`src/rtl/gpu_fill_ctrl.sv`:
```
// Framebuffer port-A owner: muxes the CPU word path with a rectangle-fill engine.
// The CPU always wins the port; the engine paints 4-bit cells using RMW on partial words.
//
// state | meaning
// IDLE  | waiting for FILL_START
// SETUP | clamp bounds, reject empty rectangles, load first word
// RD    | present word address for a read (partial words only)
// WAIT  | RD_LAT cycles until RAM_Q is valid, merge on the last one
// WR    | engine write for one word, then advance
// DONE  | one-cycle completion pulse
module gpu_fill_ctrl #(
  parameter int COLS   = 40,
  parameter int ROWS   = 30,
  parameter int WPR    = 10,
  parameter int RD_LAT = 1
) (
  input  logic        CLK,
  input  logic        RST_N,
  input  logic        CPU_REQ,
  input  logic        CPU_WREN,
  input  logic [8:0]  CPU_ADDR,
  input  logic [15:0] CPU_DATA,
  output logic [15:0] CPU_Q,
  input  logic        FILL_START,
  input  logic [5:0]  FILL_X0,
  input  logic [5:0]  FILL_X1,
  input  logic [4:0]  FILL_Y0,
  input  logic [4:0]  FILL_Y1,
  input  logic [3:0]  FILL_COLOR,
  output logic        BUSY,
  output logic        DONE,
  output logic [8:0]  RAM_ADDR,
  output logic [15:0] RAM_DATA,
  output logic        RAM_WREN,
  input  logic [15:0] RAM_Q
);

  localparam int            LW        = (RD_LAT > 1) ? $clog2(RD_LAT) : 1;
  localparam logic [LW-1:0] WAIT_LOAD = LW'(RD_LAT - 1);
  localparam logic [5:0]    X_MAX     = 6'(COLS - 1);
  localparam logic [4:0]    Y_MAX     = 5'(ROWS - 1);
  localparam logic [8:0]    WPR9      = 9'(WPR);

  typedef enum logic [2:0] {
    S_IDLE,
    S_SETUP,
    S_RD,
    S_WAIT,
    S_WR,
    S_DONE
  } state_t;

  state_t         state_q, state_d;
  logic [5:0]     x0_q, x0_d, x1_q, x1_d;
  logic [4:0]     y0_q, y0_d, y1_q, y1_d;
  logic [3:0]     color_q, color_d;
  logic [4:0]     cur_y_q, cur_y_d;
  logic [3:0]     cur_w_q, cur_w_d;
  logic [8:0]     addr_q, addr_d;
  logic [15:0]    wdata_q, wdata_d;
  logic           full_q, full_d;
  logic [LW-1:0]  wcnt_q, wcnt_d;

  logic [5:0]     x1_clamp;
  logic [4:0]     y1_clamp;
  logic           load_word;
  logic [3:0]     next_mask;
  logic [15:0]    cur_bits;
  logic [15:0]    fill_word;

  // Bit 3 of the result is the leftmost cell of word w (bits [15:12]).
  function automatic logic [3:0] cell_mask(input logic [3:0] w, input logic [5:0] lo,
                                           input logic [5:0] hi);
    logic [6:0] c;
    logic [3:0] m;
    m = '0;
    for (int i = 0; i < 4; i++) begin
      c = {1'b0, w, 2'b00} + 7'(i);
      m = {m[2:0], (c >= {1'b0, lo}) && (c <= {1'b0, hi})};
    end
    return m;
  endfunction

  function automatic logic [15:0] expand(input logic [3:0] m);
    return {{4{m[3]}}, {4{m[2]}}, {4{m[1]}}, {4{m[0]}}};
  endfunction

  always_comb begin
    state_d   = state_q;
    x0_d      = x0_q;
    x1_d      = x1_q;
    y0_d      = y0_q;
    y1_d      = y1_q;
    color_d   = color_q;
    cur_y_d   = cur_y_q;
    cur_w_d   = cur_w_q;
    addr_d    = addr_q;
    wdata_d   = wdata_q;
    full_d    = full_q;
    wcnt_d    = wcnt_q;
    load_word = 1'b0;
    next_mask = '0;
    x1_clamp  = (x1_q > X_MAX) ? X_MAX : x1_q;
    y1_clamp  = (y1_q > Y_MAX) ? Y_MAX : y1_q;
    fill_word = {4{color_q}};
    cur_bits  = expand(cell_mask(cur_w_q, x0_q, x1_q));

    case (state_q)
      S_IDLE: begin
        if (FILL_START) begin
          x0_d    = FILL_X0;
          x1_d    = FILL_X1;
          y0_d    = FILL_Y0;
          y1_d    = FILL_Y1;
          color_d = FILL_COLOR;
          state_d = S_SETUP;
        end
      end
      S_SETUP: begin
        x1_d = x1_clamp;
        y1_d = y1_clamp;
        if ((x0_q > x1_clamp) || (y0_q > y1_clamp)) begin
          state_d = S_DONE;
        end else begin
          cur_y_d   = y0_q;
          cur_w_d   = x0_q[5:2];
          load_word = 1'b1;
        end
      end
      S_RD: begin
        if (!CPU_REQ) begin
          wcnt_d  = WAIT_LOAD;
          state_d = S_WAIT;
        end
      end
      S_WAIT: begin
        if (CPU_REQ) begin
          state_d = S_RD;
        end else if (wcnt_q == '0) begin
          wdata_d = (RAM_Q & ~cur_bits) | (fill_word & cur_bits);
          state_d = S_WR;
        end else begin
          wcnt_d = wcnt_q - 1'b1;
        end
      end
      S_WR: begin
        // A partial word is re-read after any CPU access so a fresh CPU write gets merged.
        if (CPU_REQ) begin
          if (!full_q) state_d = S_RD;
        end else if (cur_w_q < x1_q[5:2]) begin
          cur_w_d   = cur_w_q + 4'd1;
          load_word = 1'b1;
        end else if (cur_y_q == y1_q) begin
          state_d = S_DONE;
        end else begin
          cur_w_d   = x0_q[5:2];
          cur_y_d   = cur_y_q + 5'd1;
          load_word = 1'b1;
        end
      end
      S_DONE:  state_d = S_IDLE;
      default: state_d = S_IDLE;
    endcase

    if (load_word) begin
      next_mask = cell_mask(cur_w_d, x0_q, x1_d);
      full_d    = &next_mask;
      addr_d    = 9'(cur_y_d) * WPR9 + 9'(cur_w_d);
      if (&next_mask) begin
        wdata_d = fill_word;
        state_d = S_WR;
      end else begin
        state_d = S_RD;
      end
    end
  end

  always_ff @(posedge CLK) begin
    if (!RST_N) begin
      state_q <= S_IDLE;
      x0_q    <= '0;
      x1_q    <= '0;
      y0_q    <= '0;
      y1_q    <= '0;
      color_q <= '0;
      cur_y_q <= '0;
      cur_w_q <= '0;
      addr_q  <= '0;
      wdata_q <= '0;
      full_q  <= 1'b0;
      wcnt_q  <= '0;
    end else begin
      state_q <= state_d;
      x0_q    <= x0_d;
      x1_q    <= x1_d;
      y0_q    <= y0_d;
      y1_q    <= y1_d;
      color_q <= color_d;
      cur_y_q <= cur_y_d;
      cur_w_q <= cur_w_d;
      addr_q  <= addr_d;
      wdata_q <= wdata_d;
      full_q  <= full_d;
      wcnt_q  <= wcnt_d;
    end
  end

  assign BUSY     = (state_q == S_SETUP) || (state_q == S_RD) ||
                    (state_q == S_WAIT)  || (state_q == S_WR);
  assign DONE     = (state_q == S_DONE);
  assign CPU_Q    = RAM_Q;
  assign RAM_ADDR = CPU_REQ ? CPU_ADDR : addr_q;
  assign RAM_DATA = CPU_REQ ? CPU_DATA : wdata_q;
  assign RAM_WREN = CPU_REQ ? CPU_WREN : (state_q == S_WR);

endmodule

```
`config.mk`:
```
export PLATFORM = sky130hd
export DESIGN_NAME = gpu_fill_ctrl
export DESIGN_NICKNAME = d
export VERILOG_FILES = /design/src/rtl/gpu_fill_ctrl.sv
export SDC_FILE = /design/constraint.sdc
export NUM_CORES = 1
export LEC_CHECK = 0
export BUFFER_PORTS_ARGS = -buffer_cell sky130_fd_sc_hd__buf_4
export CELL_PAD_IN_SITES_DETAIL_PLACEMENT = 1
export CELL_PAD_IN_SITES_GLOBAL_PLACEMENT = 2
export CORE_ASPECT_RATIO = 0.8
export CORE_MARGIN = 2
export CORE_UTILIZATION = 32
export CTS_BUF_LIST = sky130_fd_sc_hd__clkbuf_4 sky130_fd_sc_hd__clkbuf_8
export DETAILED_ROUTE_END_ITERATION = 12
export PLACE_DENSITY_LB_ADDON = 0.1
export SETUP_SLACK_MARGIN = 0.5
export SYNTH_ARGS = -nofsm -noshare
export SYNTH_HDL_FRONTEND = slang
export SYNTH_SLANG_ARGS = --single-unit
```
`constraint.sdc`:
```
create_clock -name CLK -period 6.35 [get_ports CLK]
set_input_delay 0 -clock CLK [delete_from_list [all_inputs] [get_ports CLK]]
set_output_delay 0 -clock CLK [all_outputs]
set_load 0.005 [all_outputs]
```
Word level (Yosys, flattened, before mapping)
Index checks and enable logic that the tools add are counted.
Word-level totals
  word-level logic and storage cells: 129
  bits of input ports: 72
  bits in registers: 65
Cells by class
  $mul: 1
  reduce and logical (&&, ||, !) cells: 20
  bitwise logic cells: 4
  equal/unequal tests: 16
  $add $sub $neg: 10
  $lt $le $gt $ge: 21
  multiplexer cells: 45
Operators by type and width (count)
  16-bit 2-to-1 mux: 6
  7-bit by 6-bit greater-or-equal comparator with 1-bit output: 6
  7-bit by 6-bit less-or-equal comparator with 1-bit output: 6
  3-bit 2-to-1 mux: 11
  16-bit AND: 2
  5-bit 2-to-1 mux: 6
  6-bit by 2-bit adder with 7-bit output (second input constant): 4
  5-bit case mux with 2 select lines: 2
  4-bit 2-to-1 mux: 4
  4-bit inequality test (second input constant): 4
  16-bit NOT: 1
  16-bit OR: 1
  3-bit case mux with 5 select lines: 1
  6-bit by 1-bit adder with 7-bit output (second input constant): 2
  6-bit greater-or-equal comparator: 2
  6-bit less-or-equal comparator: 2
  6-bit 2-to-1 mux: 2
  6-bit case mux with 2 select lines: 1
  9-bit by 4-bit adder with 9-bit output: 1
  9-bit 2-to-1 mux: 1
  3-bit inequality test (second input constant): 3
  1-bit logical AND: 8
  5-bit by 3-bit multiplier with 8-bit output (second input constant): 1
  1-bit 2-to-1 mux: 8
  22 further kinds: 32

Longest topological paths before layout
  depth in word-level cells: 12
  mapped depth: 21

Worst setup path before layout
OpenSTA, ideal clock, no wires.
  path type: reg2reg
  from: register y1_q[4]
  to: register addr_q[8]
  library setup time: 0.078 ns
  period minus slack after synthesis: 4.611 ns
  cell stages (with the launch flop): 21
  path buffers: 1
  slack: 1.739 ns
  arrival time: 4.534 ns
  required time: 6.272 ns
  cell sequence: dfxtp_1 inv_1 o31ai_1 ha_1 nand2b_1 a21oi_1 o31ai_1 and3_1 clkbuf_1 nor3b_1 a221oi_1 inv_1 ha_1 ha_1 inv_1 fa_1 nor3b_1 nand2_1 maj3_1 and4b_1 nor3_1
Between the ends
  longest elaborated chain between the ends: 8
  elaborated cells between the ends (all ways): 22
Ends and longest elaborated chain
  start, declared: line 55  | logic [4:0] y0_q, y0_d, y1_q, y1_d;
  start signal, assigned: line 197  | y1_q <= y1_d;
  5-bit > comparator: line 104  | y1_clamp = (y1_q > Y_MAX) ? Y_MAX : y1_q;
  5-bit 2-to-1 mux: line 104
  5-bit > comparator: line 122  | if ((x0_q > x1_clamp) || (y0_q > y1_clamp)) begin
  1-bit logical OR: line 122
  5-bit 2-to-1 mux: line 122
  5-bit case mux with 2 select lines *: line 108  | case (state_q)
  named net cur_y_d[1]: line 57  | logic [4:0] cur_y_q, cur_y_d;
  5-bit by 3-bit multiplier with 8-bit output *: line 168  | addr_d = 9'(cur_y_d) * WPR9 + 9'(cur_w_d);
  9-bit by 4-bit adder with 9-bit output *: line 168
  end signal, assigned: line 201  | addr_q <= addr_d;
  end, declared: line 59  | logic [8:0] addr_q, addr_d;
Mark *: on every way through the listed nets, which the timed path passes. The rest lies on a longest branch.
A chain may end at the register's enable or synchronous reset.

Final worst setup path
  from: register y1_q[3]
  to: register wdata_q[12]
Between the ends
  longest elaborated chain between the ends: 12
  elaborated cells between the ends (all ways): 33
Ends and longest elaborated chain
  5-bit > comparator: line 104
  5-bit 2-to-1 mux: line 104
  5-bit > comparator: line 122
  1-bit logical OR: line 122
  4-bit 2-to-1 mux: line 122
  4-bit case mux with 2 select lines *: line 108
  named net cur_w_d[0]: line 58  | logic [3:0] cur_w_q, cur_w_d;
  6-bit by 1-bit adder with 7-bit output / 6-bit by 2-bit adder with 7-bit output (equally long branches): line 78  | c = {1'b0, w, 2'b00} + 7'(i);
  7-bit by 6-bit greater-or-equal comparator with 1-bit output / 7-bit by 6-bit less-or-equal comparator with 1-bit output (equally long branches): line 79  | m = {m[2:0], (c >= {1'b0, lo}) && (c <= {1'b0, hi})};
  1-bit logical AND: line 79
  4-bit AND reduction *: line 169  | if (&next_mask) begin
  16-bit 2-to-1 mux *: line 169
  16-bit 2-to-1 mux *: line 165  | if (load_word) begin
  end signal, assigned: line 202  | wdata_q <= wdata_d;
  end, declared: line 60  | logic [15:0] wdata_q, wdata_d;
Marked as above.

==> run metrics <==
most area-hungry cell type in the Yosys netlist=dfxtp_1; First DRT Iteration DRCs=175; Die Y=114 µm; first-pass GRT wire length=26.6 mm; CP cell instances=inv_1 -> o31ai_1 -> ha_1 -> nand2b_1 -> a21oi_1 -> o31ai_1 -> and3_2 -> nor3_1 -> a221oi_2 -> inv_1 -> ha_1 -> or4b_2 -> a31oi_1 -> o31ai_1 -> a221oi_4 -> o21ai_2 -> nand2_2 -> o22ai_1; Slew Limit Fails=0; Top Ports=116; drt first pass iters=4; Slew HR=0.176; Hold WS=0.00913 ns; fmax=0.186 GHz; Clock transition at path regs=0.08 ns; post-synth top area share=0.264; Gate Count Post-Synth=589; Final Hold Violating Endpoints=0; Min-Delay Endpoint=x1_q[5]; core box area=0.0149 mm²; largest net degree at the start of global routing=60; initial antenna violation count=0; post-synthesis net count=705; nets=809; Hold Crit Start=FILL_X1[5]; Final Cycle Share=0.847; slowest CP cell=or4b_2; GRT overflow=0; top cells by area, synth=dfxtp_1, ha_1, mux2_2; Via Count=4726; worst hold path type=in2reg; DP Area=0.00574 mm²; critical path peak fanout=19; Vias/cell=5.33; CTS tree=built; die area=0.0162 mm²; Crit Path Class=reg2reg; RR Endpoint=wdata_q[12]; R2R depth=18; synth unique cells=62; Worst path max stage delay=0.58 ns; DP Wirelength=12.8 mm; post-route cell area=0.00613 mm²; Worst Tran Pin Value=1.22 ns; Max VDD drop=0.000119 V; Critical Path Sink Type=flop; Pleak=2.71 nW; Starting Density=0.326; pwr/cell area=394 mW/mm²; antenna fix cells=0; most frequent cell after synthesis=nand2_1; cell mode on critical path=o31ai_1; Fillers=1788; Max Root-Sink Buffers=2; Clock Latency Late Sink=0.36 ns; r2r setup slk=0.97 ns; Post-synth top flop=dfxtp_1; H-tree Lvls=3; # clock sinks=64; vias in the first global route=4885; RSZ-0062 raised after global routing=no; setup tns final=0 ns; Tot Pwr=2.41 mW; CP delay by family, top=compound AO/OA/AOI/OAI gates; Post-synth ARST share=0; Setup crit start kind=flop; crit path DAT=5.58 ns; Area growth syn-to-layout=26.1%; number of port buffers=115; post-route minimum period=5.38 ns; gpl congestion=0.884; Post-synth EDFFs=0; GRT Util Overall=0.214; worst path bufs/invs=2; total detailed-routing wirelength=16.9 mm; Synth Cell Area=0.00486 mm²; clk_skew=0.00821 ns; CP required=6.55 ns; Avg Cell Area, Syn=8.25 µm²; status=completed; YS warnings=0; number of synthesized register bits=64; Seq/Total Area, Yosys=0.264; Max Cap Violations=0; Setup-failing EPs final=0; post-route ant nets=0; share of cells above drive strength 1=0.256; die width=142 µm; row count=40; DRC Markers=0; final design utilization=0.411; Num CTS Buffers=9; reg-to-reg startpoint=y1_q[3]; Post-synth top cells=nand2_1, dfxtp_1, ha_1, nor2_1, a21oi_1; Hold Path Stages=3; post-DR wirelength/cell=19.1 µm; CTS Root Buffer Type=clkbuf_8
[report_power, final]
part,switching [mW],total [mW],internal (mW)
logic,0.855,1.46,0.602
clock network,0.184,0.337,0.154
registers,0.134,0.617,0.483
[worst max-delay path by stage]
stage / start / to / slack, ns / cells after the start
final: y1_q[3] / wdata_q[12] / 0.97 / 18
after CTS: y1_q[4] / wdata_q[12] / 0.65 / 18
after detailed placement: y1_q[4] / wdata_q[12] / 0.69 / 18
after floorplan: y1_q[4] / addr_q[8] / 1.74 / 20
after global placement: y1_q[4] / wdata_q[14] / 0.86 / 18
after global routing: y1_q[4] / wdata_q[12] / 0.52 / 18
[cell families after synthesis]
group                    after synthesis  synth area share
AO/OA/AOI/OAI                        157             0.221
flip-flops                            64             0.264
AND/OR/NAND/NOR                      191             0.197
adder cells (fa/ha/maj)               45             0.118
buffers and inverters                 73            0.0729
XOR/XNOR                              12            0.0216
multiplexers                          47             0.105
[cells in the final DEF, fill, tap and decap left out, types with 14 or more instances in the layout]
cell type      count
nor2_1            37
a21oi_1           36
nor2b_1           19
nand2_1           66
o22ai_1           14
a21boi_0          25
inv_1             29
mux2_2            33
buf_4            118
dlygate4sd3_1     19
nand3_1           16
ha_1              42
mux2i_1           14
dfxtp_1           64
o21ai_0           21
[worst reg2reg max path: stages (launching register included)]
cell and delay [ns]:
dfxtp_1 0.43, inv_1 0.11, o31ai_1 0.28, ha_1 0.31, nand2b_1 0.08, a21oi_1 0.07
o31ai_1 0.46, and3_2 0.42, nor3_1 0.09, a221oi_2 0.44, inv_1 0.16, ha_1 0.32
or4b_2 0.58, a31oi_1 0.22, o31ai_1 0.14, a221oi_4 0.31, o21ai_2 0.33, nand2_2 0.35
o22ai_1 0.14
[metal layers]
layer | vias to the layer above | share of wire | track usage
met5 | - | 0 | 0
met4 | 0 | 0.013 | 0.0620
met3 | 16 | 0.031 | 0.0372
met2 | 76 | 0.47 | 0.351
met1 | 2325 | 0.49 | 0.290
li1 | 2309 | - | -
[stage by stage]
stage                     worst slack, ns  instances
after floorplan                      1.74        589
after global placement              0.858        852
after detailed placement            0.689        852
after CTS                           0.649        887
after global routing                0.515        887
final                               0.972        887
[sequential cells by signal, summed over array words and instances (netlist names), 3 cells and up]
register and flops:
y1_q 5, y0_q 5, x1_q 6, x0_q 6, state_q 3, cur_y_q 5
wdata_q 16, color_q 4, addr_q 9, cur_w_q 4
[cell type report]
class / count / area (µm²) / share of cell area
multi-input cells: 452 / 3240 / 0.529
flip-flops and latches: 64 / 1280 / 0.209
repair buffers: 137 / 1080 / 0.176
well taps: 189 / 236 / 0.0386
clock buffers: 10 / 138 / 0.0225
inverters: 29 / 109 / 0.0178
clock inverters: 6 / 43.8 / 0.00715
[timing repair]
item,4_1_cts,5_1_grt
buffers inserted,0,0
hold endpoints to repair,19,0
hold buffers,19,0
resized for setup,0,3
endpoints found under the setup margin,0,18
Power figures use the tool's default switching activity.
